==> src/rtl/uart_tx_buffer.sv <==
// First-word-fall-through TX byte buffer between the UART controller and the serializer.
// Wrap-bit pointers give full/empty; occupancy and overflow status are registered.
module uart_tx_buffer #(
   parameter int UART_DLEN = 8,
   parameter int DEPTH     = 16,
   localparam int AW       = $clog2(DEPTH)
) (
   input  logic                 clk,
   input  logic                 rst,
   input  logic                 i_flush,
   input  logic                 i_ovf_clr,
   input  logic                 i_s_tvalid,
   output logic                 o_s_tready,
   input  logic [UART_DLEN-1:0] i_s_tdata,
   output logic                 o_m_tvalid,
   input  logic                 i_m_tready,
   output logic [UART_DLEN-1:0] o_m_tdata,
   output logic [AW:0]          o_count,
   output logic                 o_full,
   output logic                 o_empty,
   output logic                 o_overflow
);

   localparam logic [AW:0] PTR_ZERO = {(AW+1){1'b0}};
   localparam logic [AW:0] PTR_ONE  = {{AW{1'b0}}, 1'b1};

   logic [UART_DLEN-1:0] mem_r [DEPTH];
   logic [AW:0]          wr_ptr_r;
   logic [AW:0]          rd_ptr_r;
   logic [AW:0]          count_r;
   logic                 overflow_r;
   logic                 full_s;
   logic                 empty_s;
   logic                 push_s;
   logic                 pop_s;

   // Status decode from the registered pointers
   always_comb begin
      empty_s = (wr_ptr_r == rd_ptr_r);
      full_s  = (wr_ptr_r[AW-1:0] == rd_ptr_r[AW-1:0]) && (wr_ptr_r[AW] != rd_ptr_r[AW]);
      push_s  = i_s_tvalid && !full_s;
      pop_s   = !empty_s && i_m_tready;
   end

   assign o_s_tready = ~full_s;
   assign o_m_tvalid = ~empty_s;
   assign o_full     = full_s;
   assign o_empty    = empty_s;
   assign o_m_tdata  = mem_r[rd_ptr_r[AW-1:0]];
   assign o_count    = count_r;
   assign o_overflow = overflow_r;

   // Storage write; a push coinciding with flush is discarded
   always_ff @(posedge clk) begin
      if (push_s && !i_flush) begin
         mem_r[wr_ptr_r[AW-1:0]] <= i_s_tdata;
      end
   end

   // Pointers, occupancy counter and sticky overflow
   always_ff @(posedge clk or posedge rst) begin
      if (rst) begin
         wr_ptr_r   <= PTR_ZERO;
         rd_ptr_r   <= PTR_ZERO;
         count_r    <= PTR_ZERO;
         overflow_r <= 1'b0;
      end else begin
         if (i_flush) begin
            rd_ptr_r <= wr_ptr_r;
            count_r  <= PTR_ZERO;
         end else begin
            if (push_s) begin
               wr_ptr_r <= wr_ptr_r + PTR_ONE;
            end
            if (pop_s) begin
               rd_ptr_r <= rd_ptr_r + PTR_ONE;
            end
            case ({push_s, pop_s})
               2'b10:   count_r <= count_r + PTR_ONE;
               2'b01:   count_r <= count_r - PTR_ONE;
               default: count_r <= count_r;
            endcase
         end
         // set beats clear when both happen on the same edge
         if (i_s_tvalid && full_s) begin
            overflow_r <= 1'b1;
         end else if (i_ovf_clr) begin
            overflow_r <= 1'b0;
         end
      end
   end

endmodule

==> config.mk <==
export PLATFORM = sky130hd
export DESIGN_NAME = uart_tx_buffer
export DESIGN_NICKNAME = d
export VERILOG_FILES = /design/src/rtl/uart_tx_buffer.sv
export SDC_FILE = /design/constraint.sdc
export NUM_CORES = 1
export LEC_CHECK = 0
export ABC_CLOCK_PERIOD_IN_PS = 3400
export CAP_MARGIN = 0
export CORE_MARGIN = 2
export CORE_UTILIZATION = 35
export CTS_CLUSTER_DIAMETER = 80
export CTS_CLUSTER_SIZE = 25
export DETAILED_ROUTE_END_ITERATION = 12
export HOLD_SLACK_MARGIN = 0.03
export PLACE_DENSITY = 0.49
export SLEW_MARGIN = 20
export SYNTH_ARGS = -nofsm -noshare
export SYNTH_HDL_FRONTEND = slang
export SYNTH_SLANG_ARGS = --single-unit
==> constraint.sdc <==
create_clock -name clk -period 3.4 [get_ports clk]
set_input_delay 0.85 -clock clk [delete_from_list [all_inputs] [get_ports clk]]
set_output_delay 0.85 -clock clk [all_outputs]
set_load 0.03 [all_outputs]
* Word-level counts from Yosys, hierarchy flattened
Memories as Yosys holds them, arrays and structs flattened. Cells that the tools add are included.
Word-level totals: register bits after elaboration 16, memories kept 1, bits in writable memories 128, output and inout port bits 18, logic and storage cells 37, input bits 14
Memory list:
- mem_r | depth 16, bits a word 8, rd ports 1, clocked after Yosys merged registers in 0, write ports 1, RTL line 27 | logic [UART_DLEN-1:0] mem_r [DEPTH];
Cells by class: bitwise logic cells 3, reductions and logical operators 12, muxes and demuxes 8, $add $sub $neg 4, equal/unequal tests 5
Operators by type and width (count):
- $add A5 B1 Y5 const B | 3
- $mux W5 | 3
- $pmux W5 S2 | 1
- $eq A5 B5 Y1 | 1
- $logic_and A1 B1 Y1 | 5
- $sub A5 B1 Y5 const B | 1
- $eq A4 B4 Y1 | 1
- $mux W1 | 4
- $reduce_bool A2 Y1 | 2
- $logic_not A1 Y1 | 3
- $not A1 Y1 | 3
- $reduce_bool A3 Y1 | 1
- $eq A2 B1 Y1 const B | 1
- $eq A2 B2 Y1 const B | 1
- $reduce_and A2 Y1 | 1
- $ne A1 B1 Y1 | 1

* Depth between registers and ports, before layout
Gate-level depths: netlist of the first run.
depth after elaboration 7, mapped depth 12, mapped depth without buffers 11

* Worst setup path after synthesis of the first run
Ideal clock, no wire load.
path kind input to register, from in i_m_tready, to reg count_r[4], in the netlist o_count[4], path slack 594 ps, arrival time 2679 ps, path buffers 1, stages 9, cells stage by stage clkbuf_1 o21ai_1 a21o_1 fa_1 nor2b_1 o21ai_0 and3b_1 a32oi_1 mux2_1
On the way: word-level cells in the longest chain between the ends 4, elaborated cells on any way between the ends 6
RTL lines:
- from (decl) | RTL line 16 | input logic i_m_tready,
- $logic_and A1 B1 Y1 * | RTL line 42 | pop_s = !empty_s && i_m_tready;
- $eq A2 B1 Y1 or $eq A2 B2 Y1 (tied branches) | RTL line 78 | case ({push_s, pop_s})
- $pmux W5 S2 | RTL line 78
- $mux W5 | RTL line 68 | if (i_flush) begin
- to (signal assigned) | RTL line 79 | 2'b10: count_r <= count_r + PTR_ONE;
- to (signal assigned) | RTL line 80 | 2'b01: count_r <= count_r - PTR_ONE;
- to (signal assigned) | RTL line 81 | default: count_r <= count_r;
- to (decl) | RTL line 30 | logic [AW:0] count_r;
Mark *: on every way between the ends. The rest lies on a longest branch, timed or not. A chain may end at the register's enable or synchronous reset.

* Final worst setup path of the first run
from reg rd_ptr_r[0], to out o_m_tdata[3]
On the way: word-level cells in the longest chain between the ends 1
RTL lines:
- from (decl) | RTL line 29 | logic [AW:0] rd_ptr_r;
- from (signal assigned) | RTL line 69 | rd_ptr_r <= wr_ptr_r;
- from (signal assigned) | RTL line 76 | rd_ptr_r <= rd_ptr_r + PTR_ONE;
- $mem_v2 Z16 W8
- to (decl) | RTL line 17 | output logic [UART_DLEN-1:0] o_m_tdata,
Every way passes these cells.

==> results of run 1 <==
[registers in the layout, indices dropped and copies added (netlist names)]
signal,flops
rd_ptr_r,5
o_count,5
mem_r,128
o_overflow,1
wr_ptr_r,5
[per-stage QoR]
step / hold WS (ps) / area, um2 / setup slack (ps)
2_1_floorplan: 516.2 / 6208 / 593.5
3_3_place_gp: 512.1 / 6834 / 291.4
3_5_place_dp: 516.5 / 6834 / 229.7
4_1_cts: 528.3 / 7423 / 105.3
5_1_grt: 561.8 / 7423 / 27.09
6_report: 522.0 / 7423 / 152.2
[power groups by stage]
stage	Combinational, W	Sequential [W]	Clock, W
after global placement	0.00240	0.00230	0
after CTS	0.00238	0.00227	0.00192
final	0.00234	0.00227	0.00188
after global routing	0.00252	0.00228	0.00199
after detailed placement	0.00242	0.00230	0
after floorplan	0.00171	0.00226	0
[placed cells by master (no fill, tap or decap), types with 2 or more instances in the layout]
cell             netlist  routed
xnor2_4                2       2
and4_1                 2       2
clkinvlp_4             0       3
mux2i_1               12      12
clkbuf_16              0      17
mux4_2                31      31
bufinv_16              0       2
dlygate4sd2_1          0       5
clkdlybuf4s50_1        0      21
and3_1                16      16
inv_8                  0       2
xor2_1                 5       5
xnor2_2                2       2
a21o_1                 2       2
buf_12                 0       4
buf_4                  3      20
xnor2_1                7       7
ha_1                   8       8
nor2b_1               11      11
nor2_1                 4       4
nand3_1                3       3
a211oi_1               8       8
inv_1                 10      10
o211ai_1               2       2
nand2b_1               3       3
o21ai_0                9       9
edfxtp_1             128     128
dfrtp_1               16      15
inv_6                  0       7
a21oi_1               15      15
nand2_1                8       8
[worst register-to-register path, stage by stage (launching register included)]
cell and delay, ps:
dfrtp_1 690, xnor2_4 190, nand4_4 140, o21ai_1 190
a21o_1 160, inv_1 90, ha_1 320, nor2b_1 140
o21ai_0 240, nand2b_1 100, a32oi_1 220, mux2_1 330
[layout make-up]
type,instances,area share (%)
inverter,10,0.5056
multi-input combinational,167,23.97
timing repair buffer,50,6.523
clock buffer,18,5.781
clock inverter,14,2.242
sequential,144,57.19
tap,225,3.792
[cell families (layout without fill, tap and decap cells)]
kind of cell | after synthesis | after routing
multiplexers | 47 | 47
AO/OA/AOI/OAI | 42 | 42
XOR/XNOR | 16 | 16
adder cells (fa/ha/maj) | 9 | 9
buffers and inverters | 31 | 92
flip-flops | 144 | 144
AND/OR/NAND/NOR | 53 | 53
[metal layers]
layer,up-vias,share of wire (%),track usage (%)
li1,1450,-,-
met1,1618,50,21.49
met3,18,2.1,3.311
met4,0,2.0,6.128
met2,37,46,22.25
met5,-,0,0
[final timing paths]
check	cells past startpoint	slack, ps	to	start
max	6	150	o_m_tdata[3]	rd_ptr_r[0]
min	2	520	o_overflow	o_overflow
max in group asynchronous	2	2080	rd_ptr_r[0]	rst
max reg2reg	11	460	o_count[4]	rd_ptr_r[3]
min in group asynchronous	2	840	rd_ptr_r[3]	rst
min reg2reg	2	520	o_overflow	o_overflow
==> insert_results.sql, run 1 <==
INSERT INTO impl_metrics (metric_group, metric, value, unit) VALUES
('die', 'die_y', '137.2', 'um'),
('yosys', 'avgSynthCellArea', '18.15', 'um2'),
('sta', 'fmaxAchievable', '0.3079', 'GHz'),
('layout', 'antenna_cells', '0', ''),
('setup_path', 'critical-path-top-delay-family', 'buffers and inverters', ''),
('clock_tree', 'tritoncts_num_sinks', '144', ''),
('global_route', 'globalRoute.totalOverflow', '0', ''),
('setup_path', 'cp.arrival', '2400', 'ps'),
('die', 'row_count', '48', ''),
('yosys', 'post_synth_mux_area_share', '14.21', '%'),
('placement', 'placement.io_buffers', '31', ''),
('power', 'power.sequential.fraction', '34.9', '%'),
('setup_path', 'critical_path_fanouts_max', '26', ''),
('die', 'die_x', '137.2', 'um'),
('global_route', 'grt_first_pass_wirelength', '19860', 'um'),
('power', 'p_sw', '0.002216', 'W'),
('yosys', 'async_flop_share', '11.11', '%'),
('yosys', 'synth_enable_flop_cells', '128', ''),
('yosys', 'post_synth_and_or_nand_nor_area_fraction', '5.159', '%'),
('yosys', 'synth.lib_cells_used.distinct', '43', ''),
('setup_path', 'timing.critical_path.buf_inv', '2', ''),
('route', 'vias', '3123', ''),
('yosys', 'synthAdderAreaFrac', '1.935', '%'),
('layout', 'fillers', '1547', ''),
('sta', 'setup_total_negative_slack', '0', 'ps'),
('route', 'detail_route.wirelength', '12940', 'um'),
('yosys', 'synthFlopType', 'edfxtp_1', ''),
('outcome', 'outcome', 'completed', ''),
('die', 'dieArea', '0.01882', 'mm2'),
('sta', 'timing.final.setup_violations', '0', ''),
('die', 'ioPinCount', '32', ''),
('global_route', 'antenna_found_initial', '0', ''),
('yosys', 'synth_top_family_by_area', 'multiplexers', ''),
('yosys', 'synth_largest_area_cell', 'edfxtp_1', ''),
('placement', 'gp_congestion', '0.7593', ''),
('route', 'avgViaCountPerCell', '4.973', ''),
('yosys', 'synthesized_area_fraction_occupied_by_xor_and_xnor_cells', '3.104', '%'),
('clock_tree', 'cts.path.max_buffers', '2', ''),
('sta', 'final-max-slew-violation-count', '0', ''),
('power', 'power-per-cell-area', '873.3', 'mW/mm2'),
('clock_tree', 'clock_latency', '420', 'ps'),
('clock_tree', 'tritoncts', 'yes', ''),
('sta', 'timing.slew.headroom', '53.78', '%'),
('setup_path', 'cp-start-kind', 'flip-flop', ''),
('yosys', 'largest_cells_by_area_after_synthesis', 'edfxtp_1 (62%), mux4_2 (11%), dfrtp_1 (6.4%)', ''),
('route', 'drt_iter0_drc', '300', ''),
('die', 'initial_core_util', '35.89', '%'),
('yosys', 'share_of_the_synthesized_area_in_compound_gates_ao_oa_aoi_oai', '4.252', '%'),
('yosys', 'synthDominantCellAreaShare', '61.91', '%'),
('clock_tree', 'cts.clk_slew.worst_paths', '60', 'ps'),
('setup_path', 'end_kind', 'primary output', ''),
('layout', 'final_layout_size_suffix_gt1_share', '23.57', '%'),
('clock_tree', 'h-tree-depth', '4', ''),
('yosys', 'synth.top_cells.by_count', 'edfxtp_1 (128), mux4_2 (31), and3_1 (16), dfrtp_1 (16), a21oi_1 (15)', ''),
('global_route', 'grt_start_max_net_pins', '37', ''),
('sta', 'share_of_the_clock_period_used_by_the_worst_path', '95.52', '%'),
('yosys', 'synth.net_count', '365', ''),
('power', 'cellInternalPower', '0.004267', 'W'),
('route', 'drt-wirelength-per-cell', '20.60', 'um'),
('power', 'power.share.switching', '34.18', '%'),
('layout', 'sequential_cell_area', '0.004245', 'mm2'),
('layout', 'multiInputGateArea', '0.001779', 'mm2'),
('global_route', 'grt_pass1_vias', '3201', ''),
('yosys', 'sequential_to_total_area_share_from_yosys_stat', '68.36', '%'),
('die', 'core_region_area', '0.01730', 'mm2'),
('yosys', 'netlist_area_pre_place', '0.006208', 'mm2'),
('clock_tree', 'postCtsHoldBufs', '0', ''),
('setup_path', 'critPathMaxStageDelay', '530', 'ps'),
('global_route', 'grt_util_all_layers', '15.01', '%'),
('yosys', 'yosys_register_bits', '144', ''),
('route', 'drt_drc_violations_left', '0', '');
No activity file was read; power rests on OpenSTA's default activity.
==> inputs of run 2 (changes only) <==
--- a/config.mk
+++ b/config.mk
@@ -12,7 +12,6 @@
 export CTS_CLUSTER_DIAMETER = 80
 export CTS_CLUSTER_SIZE = 25
 export DETAILED_ROUTE_END_ITERATION = 12
-export HOLD_SLACK_MARGIN = 0.03
 export PLACE_DENSITY = 0.49
 export SLEW_MARGIN = 20
 export SYNTH_ARGS = -nofsm -noshare
==> results of run 2 <==
Final layout, timing and power as in run 1 (identical DEF).
